`src/rtl/sp_32xn_ram.sv`:
```
// 32-word x DW-bit single-port register-file RAM: one shared address, synchronous
// write, read-first registered output, async active-low clear of all storage.
module sp_32xn_ram_word #(
  parameter int DW = 4
) (
  input  logic          wclk,
  input  logic          rst_n,
  input  logic          wr_en_i,
  input  logic [DW-1:0] din_i,
  output logic [DW-1:0] word_o
);
  logic [DW-1:0] word_q, word_d;

  always_comb begin
    word_d = word_q;
    if (wr_en_i) word_d = din_i;
  end

  always_ff @(posedge wclk or negedge rst_n) begin
    if (!rst_n) word_q <= '0;
    else        word_q <= word_d;
  end

  assign word_o = word_q;
endmodule

module sp_32xn_ram #(
  parameter int DW = 4
) (
  input  logic          wclk,
  input  logic          rst_n,
  input  logic          we,
  input  logic [4:0]    addr,
  input  logic [DW-1:0] din,
  output logic [DW-1:0] dout
);
  localparam int DEPTH = 32;

  logic [DEPTH-1:0][DW-1:0] mem;
  logic [DW-1:0]            dout_q, dout_d;

  // Each word owns its own flops so reset can clear the whole array at once.
  for (genvar w = 0; w < DEPTH; w++) begin : g_word
    sp_32xn_ram_word #(.DW(DW)) u_word (
      .wclk    (wclk),
      .rst_n   (rst_n),
      .wr_en_i (we && (addr == 5'(w))),
      .din_i   (din),
      .word_o  (mem[w])
    );
  end

  // Read-first: the output register samples the pre-write contents.
  assign dout_d = mem[addr];

  always_ff @(posedge wclk or negedge rst_n) begin
    if (!rst_n) dout_q <= '0;
    else        dout_q <= dout_d;
  end

  assign dout = dout_q;
endmodule

```
`config.mk`:
```
export PLATFORM = sky130hd
export DESIGN_NAME = sp_32xn_ram
export DESIGN_NICKNAME = d
export VERILOG_FILES = /design/src/rtl/sp_32xn_ram.sv
export SDC_FILE = /design/constraint.sdc
export NUM_CORES = 1
export LEC_CHECK = 0
export CORE_MARGIN = 5
export CORE_UTILIZATION = 55
export CTS_BUF_LIST = sky130_fd_sc_hd__clkbuf_2 sky130_fd_sc_hd__clkbuf_4 sky130_fd_sc_hd__clkbuf_8
export DETAILED_ROUTE_END_ITERATION = 10
export PLACE_DENSITY = 0.72
export SLEW_MARGIN = 20
export SYNTH_ARGS = -nofsm -noshare
export SYNTH_HDL_FRONTEND = slang
export SYNTH_SLANG_ARGS = --single-unit
```
`constraint.sdc`:
```
create_clock -name wclk -period 3.7 [get_ports wclk]
set_input_delay 0.37 -clock wclk [delete_from_list [all_inputs] [get_ports wclk]]
set_output_delay 0.37 -clock wclk [all_outputs]
set_load 0.02 [all_outputs]
```
==> key figures, run 1 <==
Timing
  – Unrepaired setup endpoints after global routing: false
  – Hold Worst Slack: 21.6 ps
  – Post-route minimum period: 2430 ps
  – Slew of the pin with the lowest slew margin: 1000 ps
  – Max_slew headroom: 0.332
  – Slew Limit Fails: 0
  – Achievable frequency: 412 MHz
  – Final worst path period share: 0.656
  – Clk_skew: ~8.5 ps
  – Final setup viols: 0
  – Setup TNS: 0 ps
  – Fin. Hold Viols: 0

Synth
  – Most used flip-flop cell after synthesis: dfrtp_1
  – Async SR Flop Fraction: 1.00
  – Post-synth top cells: dfrtp_1 (132), mux2_2 (122), mux2i_1 (46)
  – Syn Nets: 475
  – Largest cells by area after synthesis: dfrtp_1 (52%), mux2_2 (21%), mux2i_1 (7.2%), mux4_2 (2.8%), mux2_4 (1.9%)
  – Count leader, synth: dfrtp_1
  – Syn avg cell area: 13.8 µm²
  – Post-Syn Area: 6400 µm²
  – Sequential fraction of the synthesis area: 0.516
  – Yosys synthesis warning count: 0
  – EDFF count, synth: 0
  – FF+latch count, synth: 132
  – Synth unique cells: 42
  – Synth top area share: 0.516
  – Leading area contributor after synthesis: dfrtp_1
  – Syn Inst Count: about 460

Detailed routing
  – Via count: 3824
  – Via-to-Cell Ratio: 6.11
  – Pre-antenna DRT Iters: 5
  – Initial drt markers: about 330
  – Wirelength per Cell: approximately 22 µm
  – ANT nets after route: 0
  – Drt drc: 0
  – Total wire length: 13.6 mm

Global routing
  – Routing usage on met1: 0.297
  – Met2 Usage GRT: 0.333
  – GRT busiest layer: met2
  – Global route total overflow: 0
  – Largest net degree at the start of global routing: 71
  – Tot GR Track Use: 0.213
  – Antenna violations before repair: 0
  – First-pass GRT wire length: 23.2 mm
  – Vias in the first global route: 4081
  – Met3 usage: 0.0529

Clock tree
  – Clock Sinks: 132
  – Clk root buf: clkbuf_8
  – H-tree depth: 4
  – CTS Buf Count: 17
  – Post-cts sizing count: 0
  – Clock Latency Late Sink: between 400 and 500 ps
  – CTS tree: built
  – Cts hold-fix bufs: 0
  – Clock transition at path regs: about 70 ps
  – Post-CTS Setup Bufs: 0
  – Clock Path Buffers: 2

Cells and area
  – # diodes: 0
  – Register area: around 3300 µm²
  – Layout Cells excl Fill: 626
  – Area occupied by multi-input gates: 2910 µm²
  – Filler Cell Count: a little under 900
  – Share of layout cells above drive strength 1: 0.410
  – Area grow syn2layout: 8.56%
  – Nets: 484

Worst setup path
  – Crit path kind: input pin to register
  – Worst Path Arrival: roughly 2800 ps
  – CP Capture Type: register
  – R2R Path Start: g_word[11].u_word.word_o[0]$_DFFE_PN0P_
  – Crit path required time: 4030 ps
  – Setup slack, reg-to-reg: ~2200 ps
  – CP startpoint kind: input pin
  – Worst-case reg-to-reg path depth: 5
  – Crit-path max FO: 17
  – Worst R2R End: dout[0]$_DFF_PN0_

Placement
  – Detail Placement HPWL: 9.21 mm
  – Inst Count DP: 596
  – Gpl congestion: 0.888
  – # port buffers: 15

Die
  – Row count: 39
  – Core region area: 11400 µm²
  – IO Pins: 16
  – Die area: between 10000 and 15000 µm²
  – Initial Util: 0.561
  – Chip height: around 120 µm
  – Die W: 118 µm

Power and ir drop
  – Worst VDD drop: 0.327 mV
  – Static leakage: 3.17 nW
  – Pwr dens: 519 nW/µm²
  – Power Total: 3.61 mW

Outcome
  – Status: completed

Hold path
  – Worst min-delay path class: input pin to async pin

Job
  – Max cap viols: 0
[placed cells by master, fill, tap and decap left out, drive strengths merged, types with 5 or more instances in the layout]
cell,n
nor2,23
clkdlybuf4s50,12
mux2i,46
mux2,130
buf,10
nor3,6
a22oi,14
mux4,8
nand2b,5
dfrtp,132
clkinv,5
clkbuf,24
nand2,23
[layer usage]
metal	routed length, µm	share of wire
met4	120	0.0088
met5	0	0
met2	6650	0.49
met3	645	0.047
met1	6230	0.46
[stage by stage]
step	cell area, µm²	worst slack, ps	util
floorplan	6400	2000	-
global placement	6600	994	0.578
detailed placement	6600	864	0.578
CTS	6960	1360	0.609
global route	6950	1120	0.609
finish	6950	1270	0.609
[where the power goes]
part	leakage (nW)	internal (mW)	switching (mW)
combinational	1.29	0.359	0.288
clock	0.193	0.590	0.505
sequential	1.69	1.72	0.142
total	3.17	2.67	0.935
[state kept, by name, indices dropped and copies added, names as in the netlist]
signal / count
g_word.u_word.word_o: 128
dout: 4
[critical path, cell delays in order]
cell and delay [ps]:
clkdlybuf4s50_1 900, inv_1 320, nor2_4 230, nand3_1 200
nor2_1 350, mux2_2 380
[cells by family (layout without fill, tap and decap cells)]
group	Yosys count	in the layout	share of synthesized area
flip-flops	132	132	0.516
AND/OR/NAND/NOR	78	78	0.0768
multiplexers	184	184	0.333
AO/OA/AOI/OAI	36	36	0.0438
buffers and inverters	33	53	0.0303
[how the worst max path moves through the flow]
stage,startpoint,slack [ps],end,cells after the start
after floorplan,addr[4],2000,g_word[14].u_word.word_o[0]$_DFFE_PN0P_,5
after global placement,addr[0],990,g_word[21].u_word.word_o[1]$_DFFE_PN0P_,6
after detailed placement,addr[0],860,g_word[21].u_word.word_o[1]$_DFFE_PN0P_,6
after CTS,addr[0],1360,g_word[21].u_word.word_o[1]$_DFFE_PN0P_,6
after global routing,addr[0],1120,g_word[21].u_word.word_o[1]$_DFFE_PN0P_,6
final,addr[0],1270,g_word[21].u_word.word_o[0]$_DFFE_PN0P_,6
[final cells by class]
cell class | count | area share
Sequential cell | 132 | 0.475
Tap cell | 143 | 0.0257
Timing Repair Buffer | 22 | 0.0295
Clock inverter | 6 | 0.00792
Multi-Input combinational cell | 298 | 0.418
Inverter | 1 | 0.000540
Clock buffer | 24 | 0.0430
Power figures use the tool's default switching activity.
==> inputs of run 2 (changes only) <==
--- a/config.mk
+++ b/config.mk
@@ -9,7 +9,7 @@
 export CORE_UTILIZATION = 55
 export CTS_BUF_LIST = sky130_fd_sc_hd__clkbuf_2 sky130_fd_sc_hd__clkbuf_4 sky130_fd_sc_hd__clkbuf_8
 export DETAILED_ROUTE_END_ITERATION = 10
-export PLACE_DENSITY = 0.72
+export PLACE_DENSITY = 0.75
 export SLEW_MARGIN = 20
 export SYNTH_ARGS = -nofsm -noshare
 export SYNTH_HDL_FRONTEND = slang
==> constraint.sdc (replaced) <==
create_clock -name wclk -period 2.2 [get_ports wclk]
set_input_delay 0.22 -clock wclk [delete_from_list [all_inputs] [get_ports wclk]]
set_output_delay 0.22 -clock wclk [all_outputs]
set_load 0.02 [all_outputs]
==> run 2 against run 1 <==
Effect of this change: routed wire length grew 1.4%; sequential power up 69%; combinational power grew 74%; utilization is 2.2 points higher; hold slack gained 260 ps; via count rose by 3.9%; power grew 70%; first-iteration DRC count decreased by 14%; global-route usage rose by 0.18 points; largest power group unchanged.
==> key figures, run 2 (synthesized netlist as in run 1, its figures left out) <==
Outcome
  – Status: completed

Power and ir drop
  – Clock power share: 0.303 (about the same)
  – Int Power: 4.53 mW (+70%)
  – Switching Share: 0.260 (about the same)
  – Reg power frac: 0.512 (-0.005)
  – Power Total: 6.12 mW (+70%)
  – Worst VDD drop: 0.521 mV (+59%)
  – Static leakage: 3.32 nW (+4.9%)
  – Logic pwr share: 0.185 (+0.005)
  – Pwr dens: 850 nW/µm² (+64%)
  – Net switching power: 1.59 mW (+70%)

Detailed routing
  – Total wire length: 13.8 mm (+1.4%)
  – Initial drt markers: 280 (-14%)
  – Via count: 3975 (+3.9%)
  – Via-to-Cell Ratio: 6.05 (-0.96%)
  – Wirelength per Cell: 21.1 µm (-3.4%)
  – Drt drc: 0 (unchanged)
  – Pre-antenna DRT Iters: 4 (-1)
  – ANT nets after route: 0 (unchanged)

Worst setup path
  – R2R Path Start: g_word[11].u_word.word_o[2]$_DFFE_PN0P_
  – Slowest stage delay, CP: 530 ps (-370 ps)
  – Crit-path max FO: 9 (-8)
  – Worst Path Arrival: 2100 ps (-660 ps)
  – Setup slack, reg-to-reg: 650 ps (-1550 ps)
  – Crit path kind: input pin to register
  – Crit path required time: 2530 ps (-1500 ps)
  – CP startpoint kind: input pin
  – Worst-case reg-to-reg path depth: 5 (unchanged)
  – Worst R2R End: dout[2]$_DFF_PN0_
  – CP Capture Type: register
  – Slowest stage cell, crit path: clkdlybuf4s50_1
  – Crit path cell chain: clkdlybuf4s50_1 > buf_4 > and2b_1 > nand3_1 > nor2_1 > mux2_2

Global routing
  – Antenna violations before repair: 0 (unchanged)
  – Largest net degree at the start of global routing: 69 (-2.8%)
  – First-pass GRT wire length: 23.5 mm (+1.3%)
  – Global route total overflow: 0 (unchanged)
  – Vias in the first global route: 4262 (+4.4%)
  – Tot GR Track Use: 0.215 (+0.00178)

Timing
  – Clk_skew: 9.40 ps (+0.913 ps)
  – Final setup viols: 0 (unchanged)
  – Unrepaired setup endpoints after global routing: false
  – Max_slew headroom: 0.671 (+0.339)
  – Slew of the pin with the lowest slew margin: 494 ps (-508 ps)
  – Final worst path period share: 0.807
  – Slew Limit Fails: 0 (unchanged)
  – Fin. Hold Viols: 0 (unchanged)
  – Post-route minimum period: around 1800 ps
  – Fin worst setup slack: 424 ps (-848 ps)
  – Achievable frequency: 563 MHz

Clock tree
  – Clock Path Buffers: 2 (unchanged)
  – Clk root buf: clkbuf_8
  – Clock Sinks: 132 (unchanged)
  – Post-cts sizing count: 0 (unchanged)
  – Clock Latency Late Sink: 440 ps (about the same)
  – H-tree depth: 4 (unchanged)
  – Post-CTS Setup Bufs: 0 (unchanged)
  – CTS Buf Count: 17 (unchanged)
  – CTS tree: built
  – Cts hold-fix bufs: 1 (+1)
  – Clock transition at path regs: 70 ps (about the same)

Cells and area
  – Commonest non-fill, non-tap cell in the layout: dfrtp_1
  – Max reg flops: 128 (unchanged)
  – Area grow syn2layout: 12.5%
  – Nets: 513 (+6.0%)
  – Most frequent cells in the layout: dfrtp_1 (132), mux2_2 (122), mux2i_1 (46)
  – # diodes: 0 (unchanged)
  – Share of layout cells above drive strength 1: 0.442 (+0.0317)

Die
  – Die W: 118 µm (unchanged)
  – Die area: 13900 µm² (unchanged)
  – Row count: 39 (unchanged)
  – Chip height: 118 µm (unchanged)
  – Initial Util: 0.561 (unchanged)
  – IO Pins: 16 (unchanged)
  – Core region area: 11400 µm² (unchanged)

Placement
  – Post-place setup slack: -9.28 ps (-873 ps)
  – Detail Placement HPWL: 9.70 mm (+5.4%)
  – # port buffers: 15 (unchanged)
  – Gpl congestion: 0.875 (-1.5%)

Job
  – Max cap viols: 0 (unchanged)

Hold path
  – Worst min-delay path class: input pin to async pin
run 2: cell types whose count changed in the layout (fill, tap and decap cells not counted), sizes merged:
cell / before / now
buf: 10 / 37
clkbuf: 24 / 28
bufinv: 1 / 0
clkdlybuf4s50: 12 / 13
clkinv: 5 / 4
dlygate4sd3: 0 / 1
run 2: how the worst max path moves through the flow:
stage                                                    to  cells past startpoint    start
floorplan           g_word[14].u_word.word_o[0]$_DFFE_PN0P_                      5  addr[4]
global placement                          dout[0]$_DFF_PN0_                      8  addr[0]
detailed placement                        dout[2]$_DFF_PN0_                      8  addr[0]
CTS                 g_word[22].u_word.word_o[3]$_DFFE_PN0P_                      6  addr[0]
global route                              dout[2]$_DFF_PN0_                      8  addr[0]
finish              g_word[22].u_word.word_o[3]$_DFFE_PN0P_                      6  addr[0]
run 2: power by group through the flow:
stage	Clock, mW	Combinational, mW	Sequential [mW]
after floorplan	0	0.815	3.11
after global placement	0	1.09	3.15
after detailed placement	0	1.13	3.18
after global routing	2.01	1.23	3.20
after CTS	1.90	1.14	3.14
final	1.86	1.13	3.14
run 2: per-layer routing:
metal	GRT usage	share of wire	wire length, µm
met1	0.295	0.47	6440
met2	0.324	0.47	6530
met3	0.0644	0.046	641
met4	0.0767	0.017	233
met5	0	0	0
run 2: final cells by class:
cell class / instances / area [µm²]
fill: 877 / 4220
sequential: 132 / 3300
multi-input combinational: 298 / 2910
timing repair buffer: 51 / 443
clock buffer: 28 / 348
tap: 143 / 179
clock inverter: 4 / 20.0
inverter: 1 / 3.75
run 2: per-stage QoR:
| step | hold WS (ps) | setup TNS, ps | cells | cell area [µm²] | utilization |
|---|---|---|---|---|---|
| floorplan | -75.6 | 0 | 463 | 6400 | - |
| global placement | 214 | 0 | 624 | 6830 | 0.598 |
| detailed placement | 218 | -9.28 | 624 | 6830 | 0.598 |
| CTS | 273 | 0 | 657 | 7200 | 0.631 |
| global route | 314 | 0 | 657 | 7200 | 0.631 |
| finish | 280 | 0 | 657 | 7200 | 0.631 |
run 2: critical path: cells and delay by family:
kind | cells | cell delay, ps
simple gates | 3 | 720
mux | 1 | 400
buf+inv | 2 | 770
